--- src/rtl/serial_link_pkg.sv ---
// Shared definitions for the bit-serial adder link: collector state encoding and default width.
package serial_link_pkg;

    localparam int SER_W = 4;

    typedef enum logic [1:0] {
        S_IDLE    = 2'd0,
        S_COLLECT = 2'd1,
        S_CARRY   = 2'd2,
        S_DONE    = 2'd3
    } state_e;

endpackage

--- src/rtl/serial_sum_collector_if.sv ---
// Serial link bundle between the bit-serial adder side (master) and the result collector (slave).
interface serial_sum_collector_if #(parameter int N = serial_link_pkg::SER_W);

    logic         start;
    logic         bit_valid;
    logic         s_in;
    logic         c_in;
    logic [N-1:0] sum;
    logic         cout;
    logic         ovf;
    logic         busy;
    logic         done;

    modport master (
        output start, bit_valid, s_in, c_in,
        input  sum, cout, ovf, busy, done
    );

    modport slave (
        input  start, bit_valid, s_in, c_in,
        output sum, cout, ovf, busy, done
    );

endinterface

--- src/rtl/serial_shift_reg.sv ---
// N-bit LSB-first shift-in register: each enabled cycle the new bit enters at the MSB end.
module serial_shift_reg #(
    parameter int N = 4
) (
    input  logic         clk,
    input  logic         rst_n,
    input  logic         en,
    input  logic         d_in,
    output logic [N-1:0] q
);

    logic [N-1:0] shift_q;
    logic [N-1:0] shift_d;

    always_comb begin
        shift_d = shift_q;
        if (en) begin
            shift_d = {d_in, shift_q[N-1:1]};
        end
    end

    always_ff @(posedge clk or negedge rst_n) begin
        if (!rst_n) begin
            shift_q <= '0;
        end else begin
            shift_q <= shift_d;
        end
    end

    assign q = shift_q;

endmodule

--- src/rtl/serial_sum_collector.sv ---
// Receive end of the bit-serial adder: assembles the parallel sum, final carry and signed overflow.
//   state     | meaning
//   S_IDLE    | waiting for start, serial bits ignored
//   S_COLLECT | shifting in N sum bits, stalls while bit_valid is low
//   S_CARRY   | sampling the adder carry after the MSB into cout/ovf
//   S_DONE    | one-cycle result-valid pulse
module serial_sum_collector
    import serial_link_pkg::*;
#(
    parameter int N = SER_W
) (
    input  logic                   clk,
    input  logic                   rst_n,
    serial_sum_collector_if.slave  bus
);

    localparam int CW = $clog2(N + 1);
    localparam logic [CW-1:0] CNT_LAST = CW'(N - 1);

    state_e        state_q, state_d;
    logic [CW-1:0] cnt_q, cnt_d;
    logic          c_msb_q, c_msb_d;
    logic          cout_q, cout_d;
    logic          ovf_q, ovf_d;
    logic          busy_q, busy_d;
    logic          done_q, done_d;
    logic          shift_en;
    logic [N-1:0]  sum_w;

    always_comb begin
        state_d  = state_q;
        cnt_d    = cnt_q;
        c_msb_d  = c_msb_q;
        cout_d   = cout_q;
        ovf_d    = ovf_q;
        shift_en = 1'b0;

        case (state_q)
            S_IDLE: begin
                if (bus.start) begin
                    state_d = S_COLLECT;
                    cnt_d   = '0;
                end
            end
            S_COLLECT: begin
                // start takes priority over a bit in the same cycle: restart the word
                if (bus.start) begin
                    cnt_d = '0;
                end else if (bus.bit_valid) begin
                    shift_en = 1'b1;
                    cnt_d    = cnt_q + CW'(1);
                    if (cnt_q == CNT_LAST) begin
                        c_msb_d = bus.c_in;
                        state_d = S_CARRY;
                    end
                end
            end
            S_CARRY: begin
                if (bus.start) begin
                    state_d = S_COLLECT;
                    cnt_d   = '0;
                end else begin
                    cout_d  = bus.c_in;
                    ovf_d   = c_msb_q ^ bus.c_in;
                    state_d = S_DONE;
                end
            end
            S_DONE: begin
                if (bus.start) begin
                    state_d = S_COLLECT;
                    cnt_d   = '0;
                end else begin
                    state_d = S_IDLE;
                end
            end
            default: begin
                state_d = S_IDLE;
            end
        endcase

        busy_d = (state_d == S_COLLECT) || (state_d == S_CARRY);
        done_d = (state_d == S_DONE);
    end

    always_ff @(posedge clk or negedge rst_n) begin
        if (!rst_n) begin
            state_q <= S_IDLE;
            cnt_q   <= '0;
            c_msb_q <= 1'b0;
            cout_q  <= 1'b0;
            ovf_q   <= 1'b0;
            busy_q  <= 1'b0;
            done_q  <= 1'b0;
        end else begin
            state_q <= state_d;
            cnt_q   <= cnt_d;
            c_msb_q <= c_msb_d;
            cout_q  <= cout_d;
            ovf_q   <= ovf_d;
            busy_q  <= busy_d;
            done_q  <= done_d;
        end
    end

    serial_shift_reg #(.N(N)) u_shift (
        .clk   (clk),
        .rst_n (rst_n),
        .en    (shift_en),
        .d_in  (bus.s_in),
        .q     (sum_w)
    );

    assign bus.sum  = sum_w;
    assign bus.cout = cout_q;
    assign bus.ovf  = ovf_q;
    assign bus.busy = busy_q;
    assign bus.done = done_q;

endmodule

--- src/flat_wrapper.sv ---
// flat-port wrapper written by rule: the top's interface ports become plain ports
module serial_sum_collector_flat import serial_link_pkg::*;
#(
    parameter int N = SER_W
)
  (clk, rst_n, bus_start, bus_bit_valid, bus_s_in, bus_c_in, bus_sum, bus_cout, bus_ovf, bus_busy, bus_done);
  serial_sum_collector_if #(.N(N)) bus_i ();
  input  logic clk;
  input  logic rst_n;
  input wire logic [$bits(bus_i.start)-1:0] bus_start;
  input wire logic [$bits(bus_i.bit_valid)-1:0] bus_bit_valid;
  input wire logic [$bits(bus_i.s_in)-1:0] bus_s_in;
  input wire logic [$bits(bus_i.c_in)-1:0] bus_c_in;
  output wire logic [$bits(bus_i.sum)-1:0] bus_sum;
  output wire logic [$bits(bus_i.cout)-1:0] bus_cout;
  output wire logic [$bits(bus_i.ovf)-1:0] bus_ovf;
  output wire logic [$bits(bus_i.busy)-1:0] bus_busy;
  output wire logic [$bits(bus_i.done)-1:0] bus_done;
  assign bus_i.start = bus_start;
  assign bus_i.bit_valid = bus_bit_valid;
  assign bus_i.s_in = bus_s_in;
  assign bus_i.c_in = bus_c_in;
  assign bus_sum = bus_i.sum;
  assign bus_cout = bus_i.cout;
  assign bus_ovf = bus_i.ovf;
  assign bus_busy = bus_i.busy;
  assign bus_done = bus_i.done;
  serial_sum_collector #(.N(N)) u_core (.clk(clk), .rst_n(rst_n), .bus(bus_i));
endmodule
--- config.mk ---
export PLATFORM = sky130hd
export DESIGN_NAME = serial_sum_collector_flat
export DESIGN_NICKNAME = d
export VERILOG_FILES = /design/src/rtl/serial_link_pkg.sv /design/src/rtl/serial_sum_collector_if.sv /design/src/rtl/serial_shift_reg.sv /design/src/rtl/serial_sum_collector.sv /design/src/flat_wrapper.sv
export SDC_FILE = /design/constraint.sdc
export NUM_CORES = 1
export LEC_CHECK = 0
export CORE_MARGIN = 2
export CORE_UTILIZATION = 41
export DETAILED_ROUTE_END_ITERATION = 7
export PLACE_DENSITY_LB_ADDON = 0.15
export SLEW_MARGIN = 20
export SYNTH_ARGS = -nofsm -noshare
export SYNTH_HDL_FRONTEND = slang
export SYNTH_SLANG_ARGS = --single-unit
--- constraint.sdc ---
create_clock -name clk -period 1.84 [get_ports clk]
set_clock_uncertainty 0.15 [all_clocks]
set_input_delay 0.368 -clock clk [delete_from_list [all_inputs] [get_ports clk]]
set_output_delay 0.368 -clock clk [all_outputs]
set_load 0.01 [all_outputs]
==> flow_metrics.env <==
export IMPL_io_pin_count=14
export IMPL_via_per_inst=4.976
export IMPL_critical_path_class="reg -> reg"
export IMPL_shortest_clock_period_the_worst_path_allows_after_layout_ns=1.764
export IMPL_commonest_non_fill_non_tap_cell_in_the_layout="dfrtp_1"
export IMPL_max_slew_worst_pin_slew_ns=0.2832
export IMPL_finalHoldViolations=0
export IMPL_diodes=0
export IMPL_wirelength_um=1035
export IMPL_synth_area_leader_cell="dfrtp_1"
export IMPL_core_area_um2=1334
export IMPL_placed_instance_area_um2=792.0
export IMPL_synth_simple_area_share=0.1414
export IMPL_synth_avg_cell_area_um2=13.37
export IMPL_rows=13
export IMPL_max_stage_delay_ns=0.48
export IMPL_place_hpwl_um=748.8
export IMPL_maxSlewHeadroom=0.8105
export IMPL_insertion_delay_ns=0.28
export IMPL_max_cap_viols=0
export IMPL_die_area_um2=1790
export IMPL_placement_io_buffers=13
export IMPL_clock_sinks=14
export IMPL_grt_pass1_vias=391
export IMPL_crit_path_top_delay_cell="or3_2"
export IMPL_groute_layer_met3_usage=0.02586
export IMPL_postRouteAntennaNets=0
export IMPL_wire_length_of_the_first_global_routing_pass_um=1745
export IMPL_preCtsSetupSlack_ns=-0.09435
export IMPL_global_route_overflow_total=0
export IMPL_synth_distinct_cells=19
export IMPL_fin_nets=77
export IMPL_worstRegToRegCells=5
export IMPL_clock_tree_htree_level_count=1
export IMPL_drt_iter0_drc=6
export IMPL_path_clk_slew_ns=0.09
export IMPL_netlist_top_cells_area="dfrtp_1 58%, ha_1 6.2%, mux2_2 5.6%"
export IMPL_grt_busiest_layer="met1"
export IMPL_die_width_um=42.31
export IMPL_grt_util_met1=0.1890
export IMPL_arithmetic_cell_share_of_the_synthesized_area_counting_full_adders_half_adders_and_majority_gates=0.06237
export IMPL_numCtsBuffers=3
export IMPL_static_leakage_power_nw=0.3709
export IMPL_run_status="finished clean"
export IMPL_irDropWorstVdd_mv=0.7042
export IMPL_ys_seq_area_frac=0.5821
export IMPL_drive_gt1_frac=0.3134
export IMPL_grt_start_max_net_pins=15
export IMPL_required_ns=1.91
export IMPL_gp_routability_congestion=0.6821
export IMPL_cts_root_buffer="clkbuf_4"
export IMPL_internal_portion_of_total_power_w=0.0005758
export IMPL_ys_warnings=0
export IMPL_areaGrowthSynthToFinish_pct=40.54
export IMPL_switch_pwr_w=0.0001860
export IMPL_timing_final_max_slew_violations=0
export IMPL_synth_ff_latch_count=14
export IMPL_syn_num_nets=54
export IMPL_routed_length_per_placed_instance_um=12.62
export IMPL_pwr_share_comb=0.219
export IMPL_initial_util=0.4512
export IMPL_grt_use_total=0.1358
export IMPL_combinational_family_with_the_most_area_after_synthesis="simple AND/OR/NAND/NOR gates"
export IMPL_setup_repair_after_global_routing_missed_its_margin="false"
export IMPL_initial_antenna_violation_count=0
export IMPL_synth_largest_type_area_fraction=0.5821
export IMPL_final_setup_tns_ns=0
export IMPL_path_max_fanout=2
export IMPL_tritoncts_clock_tree="yes"
export IMPL_die_height_um=42.31
export IMPL_synth_xor_xnor_area_share=0.02911
export IMPL_worstSetupEndpointType="register"
export IMPL_synth_compound_area_share=0.03742
export IMPL_fin_hold_ws_ns=0.2439
export IMPL_r2r_start="u_core.cnt_q[0]$_DFFE_PN0P_"
export IMPL_layout_cells_most_common_list="14 x dfrtp_1, 13 x clkdlybuf4s50_1, 6 x buf_4"
export IMPL_overall_power_of_the_completed_layout_w=0.0007618
export IMPL_r2r_end="u_core.bus.busy$_DFF_PN0_"
export IMPL_post_route_period_util=0.9585
export IMPL_postSynthCellCount=45
export IMPL_power_density_over_cell_area_nw_per_um2=900.6
export IMPL_ctsLongestPathBuffers=2
export IMPL_p_clk_frac=0.289
export IMPL_critical_path_startpoint_type="register"
export IMPL_final_setup_vio_count=0
export IMPL_startpoint="u_core.cnt_q[0]$_DFFE_PN0P_"
export IMPL_drc=0
export IMPL_drtPass1Iterations=3
export IMPL_postLayoutCellArea_um2=845.8
export IMPL_fmax_mhz=567.0
export IMPL_routed_via_count=408
export IMPL_power_frac_seq=0.492
export IMPL_grt_util_met2=0.1877
export IMPL_fin_ws_ns=0.07638
export IMPL_crit_top_cell="ha_2"
export IMPL_swShare=0.2442
export IMPL_reg2reg_setup_slack_ns=0.08
export IMPL_worstPathCellList="ha_2 > ha_2 > a21oi_1 > or3_2 > ha_4"
export IMPL_syn_cell_area_um2=601.8
export IMPL_arrival_ns=1.83
export IMPL_synth_mux_area_frac=0.1351
export IMPL_hold_path_class="in -> async"
timing repair:
item,CTS,global route
resized for setup,0,3
endpoints found under the setup margin,0,1
setup buffers,0,0
hold buffers,0,0
worst max-delay path by stage:
stage | cells past startpoint | end | slack [ns]
CTS | 5 | u_core.bus.busy$_DFF_PN0_ | 0.08
detailed placement | 4 | u_core.bus.busy$_DFF_PN0_ | -0.09
finish | 5 | u_core.bus.busy$_DFF_PN0_ | 0.08
global route | 5 | u_core.bus.busy$_DFF_PN0_ | 0.007
global placement | 4 | u_core.bus.busy$_DFF_PN0_ | -0.07
floorplan | 5 | u_core.bus.busy$_DFF_PN0_ | 0.12
cells by family after synthesis:
family	Yosys count
AO/OA/AOI/OAI	4
XOR/XNOR	2
adder cells (fa/ha/maj)	3
buffers and inverters	2
flip-flops	14
multiplexers	7
AND/OR/NAND/NOR	13
area by class of cell:
cell class / instances / area (µm²)
Clock buffer: 4 / 36.28
Fill cell: 116 / 488.0
Inverter: 1 / 3.754
Multi-Input combinational cell: 29 / 261.5
Sequential cell: 14 / 350.3
Tap cell: 15 / 18.77
Timing Repair Buffer: 19 / 175.2
state kept, by name, indices dropped and copies added (netlist names):
register,flops
u_core.u_shift.q,4
u_core.cnt_q,3
u_core.state_q,2
u_core.bus.busy,1
u_core.bus.cout,1
u_core.bus.done,1
u_core.bus.ovf,1
u_core.c_msb_q,1
per-layer routing:
metal	up-vias	wire length (µm)	share of wire
met2	7	484	0.47
met4	0	11	0.011
li1	201	-	-
met3	2	43	0.042
met5	-	0	0
met1	198	496	0.48
critical path: cells and delay by family (launching register included):
kind | cells | cell delay (ns)
simple gates | 1 | 0.48
fa+ha+maj | 3 | 0.63
flops | 1 | 0.38
compound gates | 1 | 0.07
power by group through the flow:
stage	logic, W	clock network (W)	registers [W]
after CTS	0.000168	0.000228	0.000375
after global placement	0.000165	0	0.000380
after floorplan	0.0000584	0	0.000391
final	0.000167	0.000220	0.000375
after detailed placement	0.000168	0	0.000382
after global routing	0.000183	0.000237	0.000381
synth_stat cells (all sizes together):
master,count
clkbuf,1
nand2,1
inv,1
nor3b,1
a21oi,3
dfrtp,14
xnor2,2
and3b,1
and4bb,1
nor2b,1
nor2,5
mux2i,1
ha,3
or3,2
mux2,6
nand2b,1
a211oi,1
metrics by stage:
stage                     cells    util
after floorplan              45       -
after global placement       78  0.5938
after detailed placement     78  0.5938
after CTS                    82  0.6210
after global routing         82  0.6341
final                        82  0.6341
Note: power is estimated with default switching activity, not from simulation.
